**src/rtl/fetch_pkg.sv**
```systemverilog
// fetch_pkg: shared constants and types for the fetch stage and its pipeline registers
package fetch_pkg;
  localparam logic [31:0] NOP_INSTR = 32'h0000_0000;
  localparam logic [31:0] DEFAULT_RESET_PC = 32'h0000_0000;
  typedef enum logic [1:0] {BOOT, RUN, HALT} fetch_state_e;
  typedef struct packed {
    logic [31:0] instr;
    logic [31:0] pc_plus4;
    logic        valid;
  } if_id_t;
endpackage

```
**src/rtl/if_id_reg.sv**
```systemverilog
// if_id_reg: pipeline register with squash (to bubble), load and hold; squash beats load
module if_id_reg
  import fetch_pkg::*;
#(
  parameter logic [31:0] NOP = NOP_INSTR
) (
  input  logic   clk,
  input  logic   rst_n,
  input  logic   load,
  input  logic   squash,
  input  if_id_t d,
  output if_id_t q
);
  localparam if_id_t BUBBLE = '{instr: NOP, pc_plus4: 32'h0, valid: 1'b0};
  always_ff @(posedge clk or negedge rst_n)
    if (!rst_n) q <= BUBBLE;
    else if (squash) q <= BUBBLE;
    else if (load) q <= d;
endmodule

```
**src/rtl/instruction_fetch_unit.sv**
```systemverilog
// instruction_fetch_unit: MIPS IF stage owning the PC, applying stall/flush/redirects,
// and halting with a sticky fault on a misaligned or out-of-range PC
module instruction_fetch_unit
  import fetch_pkg::*;
#(
  parameter logic [31:0] RESET_PC   = DEFAULT_RESET_PC,
  parameter int          IMEM_WORDS = 1024,
  parameter logic [31:0] NOP_INSTR  = fetch_pkg::NOP_INSTR
) (
  input  logic        clk,
  input  logic        rst_n,
  input  logic        stall,
  input  logic        flush,
  input  logic        branch_taken,
  input  logic [31:0] branch_target,
  input  logic        jump,
  input  logic [31:0] jump_target,
  output logic [31:0] imem_addr,
  input  logic [31:0] imem_data,
  output logic [31:0] if_id_instr,
  output logic [31:0] if_id_pc_plus4,
  output logic        if_id_valid,
  output logic [31:0] pc,
  output logic        fetch_fault
);
  localparam logic [31:0] PC_LIMIT = 32'(IMEM_WORDS * 4);
  fetch_state_e state;
  logic [31:0] pc_plus4, target, pc_next;
  logic run, bad_pc, redirect, squash, load;
  if_id_t if_id_d, if_id_q;
  assign imem_addr = pc;
  assign pc_plus4  = pc + 32'd4;
  assign run       = state == RUN;
  assign bad_pc    = (pc[1:0] != 2'b00) || (pc >= PC_LIMIT);
  assign redirect  = branch_taken || jump;
  // branch_taken belongs to the older instruction, so it wins over jump
  assign target    = branch_taken ? branch_target : jump_target;
  assign squash    = (state == BOOT) || (run && (bad_pc || redirect || flush));
  assign load      = run && !bad_pc && !redirect && !flush && !stall;
  assign pc_next   = (!run || bad_pc) ? pc : redirect ? target : stall ? pc : pc_plus4;
  assign if_id_d   = '{instr: imem_data, pc_plus4: pc_plus4, valid: 1'b1};
  always_ff @(posedge clk or negedge rst_n)
    if (!rst_n) begin
      state       <= BOOT;
      pc          <= RESET_PC;
      fetch_fault <= 1'b0;
    end else begin
      pc <= pc_next;
      if (state == BOOT) state <= RUN;
      else if (run && bad_pc) begin
        state       <= HALT;
        fetch_fault <= 1'b1;
      end
    end
  if_id_reg #(.NOP(NOP_INSTR)) u_if_id (
    .clk    (clk),
    .rst_n  (rst_n),
    .load   (load),
    .squash (squash),
    .d      (if_id_d),
    .q      (if_id_q)
  );
  assign if_id_instr    = if_id_q.instr;
  assign if_id_pc_plus4 = if_id_q.pc_plus4;
  assign if_id_valid    = if_id_q.valid;
endmodule

```
**config.mk**
```make
export PLATFORM = sky130hd
export DESIGN_NAME = instruction_fetch_unit
export DESIGN_NICKNAME = d
export VERILOG_FILES = /design/src/rtl/fetch_pkg.sv /design/src/rtl/if_id_reg.sv /design/src/rtl/instruction_fetch_unit.sv
export SDC_FILE = /design/constraint.sdc
export NUM_CORES = 1
export LEC_CHECK = 0
export BUFFER_PORTS_ARGS = -buffer_cell sky130_fd_sc_hd__buf_2
export CORE_UTILIZATION = 42
export CTS_BUF_LIST = sky130_fd_sc_hd__clkbuf_4
export DETAILED_ROUTE_END_ITERATION = 16
export PLACE_DENSITY = 0.9
export SLEW_MARGIN = 20
export SYNTH_ARGS = -nofsm -noshare
export SYNTH_HDL_FRONTEND = slang
export SYNTH_SLANG_ARGS = --single-unit
```
**constraint.sdc**
```tcl
create_clock -name clk -period 1.98 [get_ports clk]
set_input_delay 0.198 -clock clk [delete_from_list [all_inputs] [get_ports clk]]
set_output_delay 0.198 -clock clk [all_outputs]
set_load 0.05 [all_outputs]
```
==> impl_metrics.yaml, run 1 <==
run_status:
  outcome: "finished, final reports clean"
synthesis:
  yosys-top-cells-area: "dfrtp_1 57%, a22o_1 8.5%, buf_4 5.6%"
  synthArstFlopShare_pct: 100.0
  synth_cell_types: 44
  yosysTopAreaCellShare_pct: 56.63
  yosys_warnings: 0
  syn_area_sq_um: 4419
  yosysTopAreaCell: "dfrtp_1"
  yosys.cell_count.top_type: "dfrtp_1"
  yosysSeqAreaShare_pct: 56.63
  synth-edff-count: 0
  avgSynthCellArea_sq_um: 11.66
  synth_cells: 379
  synth_common_cells: "100 x dfrtp_1, 43 x a22o_1, 33 x buf_4, 22 x and2_1"
  synth-main-ff-cell: "dfrtp_1"
  synth-seq-cells: 100
  syn_nets: 483
power:
  vdd_drop_max_mv: 0.6301
  pwr-share-comb_pct: 21.7
  intPower_mw: 3.069
  p_switching_mw: 1.408
  finalPower_mw: 4.477
  p_sw_share_pct: 31.45
  power_frac_clock_pct: 29.6
  pwr-share-seq_pct: 48.7
  power_density_nw_per_um2: 710.6
  p_leak_nw: 3.358
cts:
  cts.sinks: 100
  clockBufferDepth: 2
  clock-root-buffer: "clkbuf_4"
  worstSkewPairLatency_ns: 0.44
  cts_made_buffers: 9
  cts_tree: "built"
  clk_pin_slew_ns: 0.15
  h-tree-depth: 3
finish:
  fin_nets: 733
  syn_to_final_growth_pct: 42.58
  layout.cells.non_filler: 770
  fin_area_sq_um: 6301
  nFillCells: 842
  n_antenna_cell: 0
  drive_gt1_share_pct: 45.27
detailed_routing:
  vias_per_cell: 5.322
  wl_met3_um: 958
  met2RoutedLength_um: 7143
  via_count: 4098
  drc: 0
  antenna_left: 0
  highest_layer: "met4"
  wl_met1_um: 5173
  dr.pass1.iters: 5
  drt_iter0_drc: 377
  drt-wirelength-per-cell_um: 17.56
  wirelength_um: 13530
placed_design:
  dpl.cell_count: 708
  hpwlAfterDp_um: 9501
  port_buffers: 231
  gp_congestion: 0.8708
  place_ws_ns: 0.05192
  dpl_cell_area_sq_um: 5618
worst_setup_path:
  critPathMaxStageDelay_ns: 0.56
  crit_path_cell_trace: "or4_4, a2111oi_4, buf_4, nand3_1, a32o_1"
  crit_family: "simple AND/OR/NAND/NOR gates"
  cp.required_ns: 2.32
  cp-end-kind: "flop"
  slowest_stage: "or4_4"
  cp-start-kind: "flop"
  crit_type: "flop to flop"
  cp_num_buf_inv: 1
  crit_arrival_ns: 2.27
  crit_path_max_fanout: 8
global_route:
  grt_max_degree: 44
  grt_pass1_wl_um: 20600
  antenna_found_initial: 0
  grt_pass1_vias: 3996
  grt_remaining_overflow: 0
  groute.usage.overall_pct: 24.14
timing:
  finalCritPeriodShare_pct: 97.42
  setup_slack_ns: 0.05108
  layout_min_cycle_time_ns: 1.929
  setup_viol: 0
  max_slew_margin_pct: 53.58
  rsz0062_at_grt: "yes"
  worst_pin_slew_ns: 0.6867
  holdWs_ns: 0.02291
  hold_viol: 0
  skew_ns: 0.01258
  clock.fmax_mhz: 518.4
  slew_viol_final: 0
floorplan:
  coreArea_sq_um: 10280
  start_util_pct: 43.00
  top_level_ports: 232
  dieArea_sq_um: 10940
  die_h_um: 104.6
  rows: 37
  fp.dieW_um: 104.6
hold_path:
  hold_class: "primary input to flop"
job:
  drv_cap: 0
cell usage in the layout (no fill, tap or decap), types with 3 or more instances in the layout:
cell / netlist / routed
mux2i_1: 4 / 4
nand3_1: 7 / 7
inv_1: 8 / 8
clkbuf_4: 0 / 10
a22o_1: 43 / 43
nor3_1: 3 / 3
o31ai_1: 4 / 4
bufinv_16: 0 / 3
o21ai_0: 8 / 8
buf_4: 33 / 15
nor2_1: 7 / 6
or2_2: 3 / 3
clkinvlp_4: 0 / 3
and4_1: 4 / 3
dlygate4sd3_1: 0 / 43
nand2b_1: 3 / 3
a31oi_1: 6 / 6
buf_12: 0 / 5
nand2_1: 11 / 11
xnor2_1: 4 / 4
buf_2: 11 / 231
o21bai_1: 21 / 21
dfrtp_1: 100 / 94
a22oi_1: 21 / 21
nor2b_1: 3 / 3
a21oi_1: 13 / 13
and2_1: 22 / 21
dfrtp_2: 0 / 6
routing by layer:
layer | track usage (%) | vias up
li1 | - | 1849
met1 | 27.27 | 1997
met2 | 44.61 | 230
met3 | 6.737 | 22
met4 | 6.137 | 0
met5 | 0 | -
logic make-up (layout without fill, tap and decap cells):
| logic type | count (synthesis) | count (layout) | share of synthesized area (%) |
|---|---|---|---|
| XOR/XNOR | 6 | 6 | 1.189 |
| flip-flops | 100 | 100 | 56.63 |
| AND/OR/NAND/NOR | 73 | 73 | 9.485 |
| adder cells (fa/ha/maj) | 2 | 2 | 0.5662 |
| buffers and inverters | 65 | 320 | 8.635 |
| AO/OA/AOI/OAI | 128 | 128 | 22.34 |
| multiplexers | 5 | 5 | 1.161 |
metrics by stage:
stage               utilization [%]  setup TNS, ns
floorplan                         -         -5.363
global placement              54.66              0
detailed placement            54.66              0
CTS                           60.48              0
global route                  61.31        -0.4691
finish                        61.31              0
final timing paths:
path | startpoint | end | slack (ns) | cells after the start
max in group asynchronous | rst_n | imem_addr[15] | 1.21 | 3
hold reg to reg | fetch_fault | fetch_fault | 0.49 | 1
hold / removal | jump_target[1] | imem_addr[1] | 0.02 | 3
setup reg to reg | imem_addr[15] | imem_addr[11] | 0.05 | 5
min in group asynchronous | rst_n | u_if_id.q[10] | 0.16 | 2
setup / recovery | imem_addr[15] | imem_addr[11] | 0.05 | 5
power groups by stage:
| stage | Combinational, mW | Clock [mW] | Sequential [mW] |
|---|---|---|---|
| detailed placement | 0.897 | 0 | 2.22 |
| finish | 0.972 | 1.33 | 2.18 |
| CTS | 0.964 | 1.36 | 2.18 |
| global route | 1.03 | 1.44 | 2.19 |
| floorplan | 0.446 | 0 | 2.39 |
| global placement | 0.882 | 0 | 2.21 |
timing repair:
action | CTS | global route
endpoints found under the setup margin | 0 | 87
gates resized for setup | 0 | 7
hold buffers | 41 | 2
setup buffers | 0 | 1
hold endpoints to repair | 140 | 2
worst min-delay path: cells and delay by family:
kind,cells,cell delay [ns]
AOI/OAI and AO/OA,2,0.16
buffers and inverters,1,0.08
layout make-up:
| cell class | count | area, sq um | area share, % |
|---|---|---|---|
| Inverter | 8 | 30.03 | 0.4766 |
| Multi-Input combinational cell | 214 | 1568 | 24.88 |
| Clock inverter | 6 | 112.6 | 1.787 |
| Sequential cell | 100 | 2510 | 39.83 |
| Clock buffer | 10 | 75.07 | 1.191 |
| Tap cell | 136 | 170.2 | 2.701 |
| Timing Repair Buffer | 296 | 1836 | 29.13 |
sequential cells by signal, summed over array words and instances (netlist names):
name / flops
fetch_fault: 1
imem_addr: 32
state: 2
u_if_id.q: 65
Note: power is estimated with default switching activity, not from simulation.
==> inputs of run 2 (changes only) <==
Settings changed: RECOVER_POWER from default to 50.
==> run 2 against run 1 <==
Flip-flop and latch count is the same. Combinational power fell by 0.5%. Global-route usage stayed put. Highest routed layer unchanged. Sequential share of layout area is 0.55 points higher. Worst setup slack worse by 0.0018 ns. Sequential power is essentially flat. Worst hold slack improved by 0.0042 ns. Cell count stayed put. Register-to-register slack about the same. Fmax barely moved.
==> impl_metrics.yaml, run 2 (synthesis gave the netlist of run 1 again) <==
timing:
  holdWs_ns: 0.02715
  layout_min_cycle_time_ns: 1.931
  max_slew_margin_pct: 27.53
  setup_viol: 0
  rsz0062_at_grt: "yes"
  finalCritPeriodShare_pct: 97.51
  skew_ns: 0.01390
  hold_viol: 0
  slew_viol_final: 0
  clock.fmax_mhz: 517.9
  worst_pin_slew_ns: 1.087
floorplan:
  start_util_pct: 43.00
  coreArea_sq_um: 10280
  rows: 37
  fp.dieW_um: 104.6
  top_level_ports: 232
  dieArea_sq_um: 10940
  die_h_um: 104.6
detailed_routing:
  drc: 0
  dr.pass1.iters: 5
  drt_iter0_drc: 375
  antenna_left: 0
  via_count: 4094
  vias_per_cell: 5.317
  wirelength_um: 13610
  drt-wirelength-per-cell_um: 17.67
worst_setup_path:
  r2r-start: "imem_addr[15]"
  cp.required_ns: 2.32
  r2r-end: "imem_addr[11]"
  crit_path_max_fanout: 8
  r2r_cells: 5
  cp-start-kind: "flop"
  crit_arrival_ns: 2.27
  crit_start: "imem_addr[15]"
  crit_type: "flop to flop"
  cp-endpoint: "imem_addr[11]"
  cp-end-kind: "flop"
  worst-r2r-setup-slack_ns: 0.05
global_route:
  grt_pass1_wl_um: 20600
  grt_pass1_vias: 3996
  groute.usage.overall_pct: 24.14
  antenna_found_initial: 0
  grt_max_degree: 44
  grt_remaining_overflow: 0
finish:
  nFillCells: 879
  n_antenna_cell: 0
  largest_reg_flops: 65
  drive_gt1_share_pct: 36.91
  final_cell_mix: "179 x buf_2, 94 x dfrtp_1, 53 x clkbuf_1"
  syn_to_final_growth_pct: 40.63
  fin_nets: 733
  top_register: "u_if_id.q"
  fin_area_sq_um: 6215
  final_common_cell: "buf_2"
power:
  power_density_nw_per_um2: 718.8
  power_frac_clock_pct: 29.6
  p_leak_nw: 3.118
  finalPower_mw: 4.467
  pwr-share-comb_pct: 21.6
  pwr-share-seq_pct: 48.8
  intPower_mw: 3.064
  p_switching_mw: 1.403
  vdd_drop_max_mv: 0.6219
  p_sw_share_pct: 31.40
placed_design:
  dpl_cell_area_sq_um: 5618
  gp_congestion: 0.8708
  hpwlAfterDp_um: 9501
  port_buffers: 231
cts:
  clockBufferDepth: 2
  worstSkewPairLatency_ns: 0.44
  cts_made_buffers: 9
  h-tree-depth: 3
  clock-root-buffer: "clkbuf_4"
  cts.sinks: 100
  clk_pin_slew_ns: 0.14
  cts_tree: "built"
hold_path:
  hold_class: "primary input to flop"
run_status:
  outcome: "finished, final reports clean"
job:
  drv_cap: 0
## run 2: repair_timing
item / 4_1_cts / 5_1_grt
setup buffers: 0 / 1
hold endpoints to repair: 140 / 2
gates resized for setup: 0 / 7
endpoints found under the setup margin: 0 / 87
hold buffers: 41 / 2
## run 2: layout make-up
class | instances | area [sq um] | area share, %
clock inverters | 6 | 112.6 | 1.812
clock buffers | 10 | 75.07 | 1.208
inverters | 8 | 30.03 | 0.4832
repair buffers | 296 | 1749 | 28.15
flip-flops and latches | 100 | 2510 | 40.39
well taps | 136 | 170.2 | 2.738
multi-input cells | 214 | 1568 | 25.23
## run 2: worst max-delay path, cell delays in order, from the launching register on
cell,delay (ns)
dfrtp_2,0.42
or4_4,0.56
a2111oi_4,0.33
buf_4,0.23
nand3_1,0.09
a32o_1,0.21
## run 2: worst min path at each step
stage | depth (start not counted) | slack (ns) | startpoint | to
2_1_floorplan | 0 | -0.1 | rst_n | fetch_fault
3_3_place_gp | 1 | 0.1 | rst_n | u_if_id.q[41]
3_5_place_dp | 1 | 0.1 | rst_n | u_if_id.q[41]
4_1_cts | 3 | 0.00003 | branch_target[6] | imem_addr[6]
5_1_grt | 3 | 0.007 | jump_target[17] | imem_addr[17]
6_report | 3 | 0.03 | jump_target[1] | imem_addr[1]
## run 2: power groups by stage
| stage | clock network, mW | registers, mW | logic [mW] |
|---|---|---|---|
| after global placement | 0 | 2.21 | 0.882 |
| final | 1.32 | 2.18 | 0.967 |
| after floorplan | 0 | 2.39 | 0.446 |
| after global routing | 1.44 | 2.19 | 1.02 |
| after detailed placement | 0 | 2.22 | 0.897 |
| after CTS | 1.36 | 2.18 | 0.964 |
## run 2: metrics by stage
step                instances  util (%)  setup WS [ns]  TNS [ns]
floorplan                 379         -        -0.3160    -5.363
global placement          708     54.66        0.08621         0
detailed placement        708     54.66        0.05192         0
CTS                       765     60.48        0.01775         0
global route              770     60.47       -0.05279   -0.4691
finish                    770     60.47        0.04931         0
## run 2: metal layers
| layer | track usage, % | part of all wire, % | vias up |
|---|---|---|---|
| met5 | 0 | 0 | - |
| met4 | 6.137 | 2.1 | 0 |
| met3 | 6.737 | 7.0 | 29 |
| met2 | 44.61 | 52 | 221 |
| met1 | 27.27 | 39 | 1992 |
| li1 | - | - | 1852 |
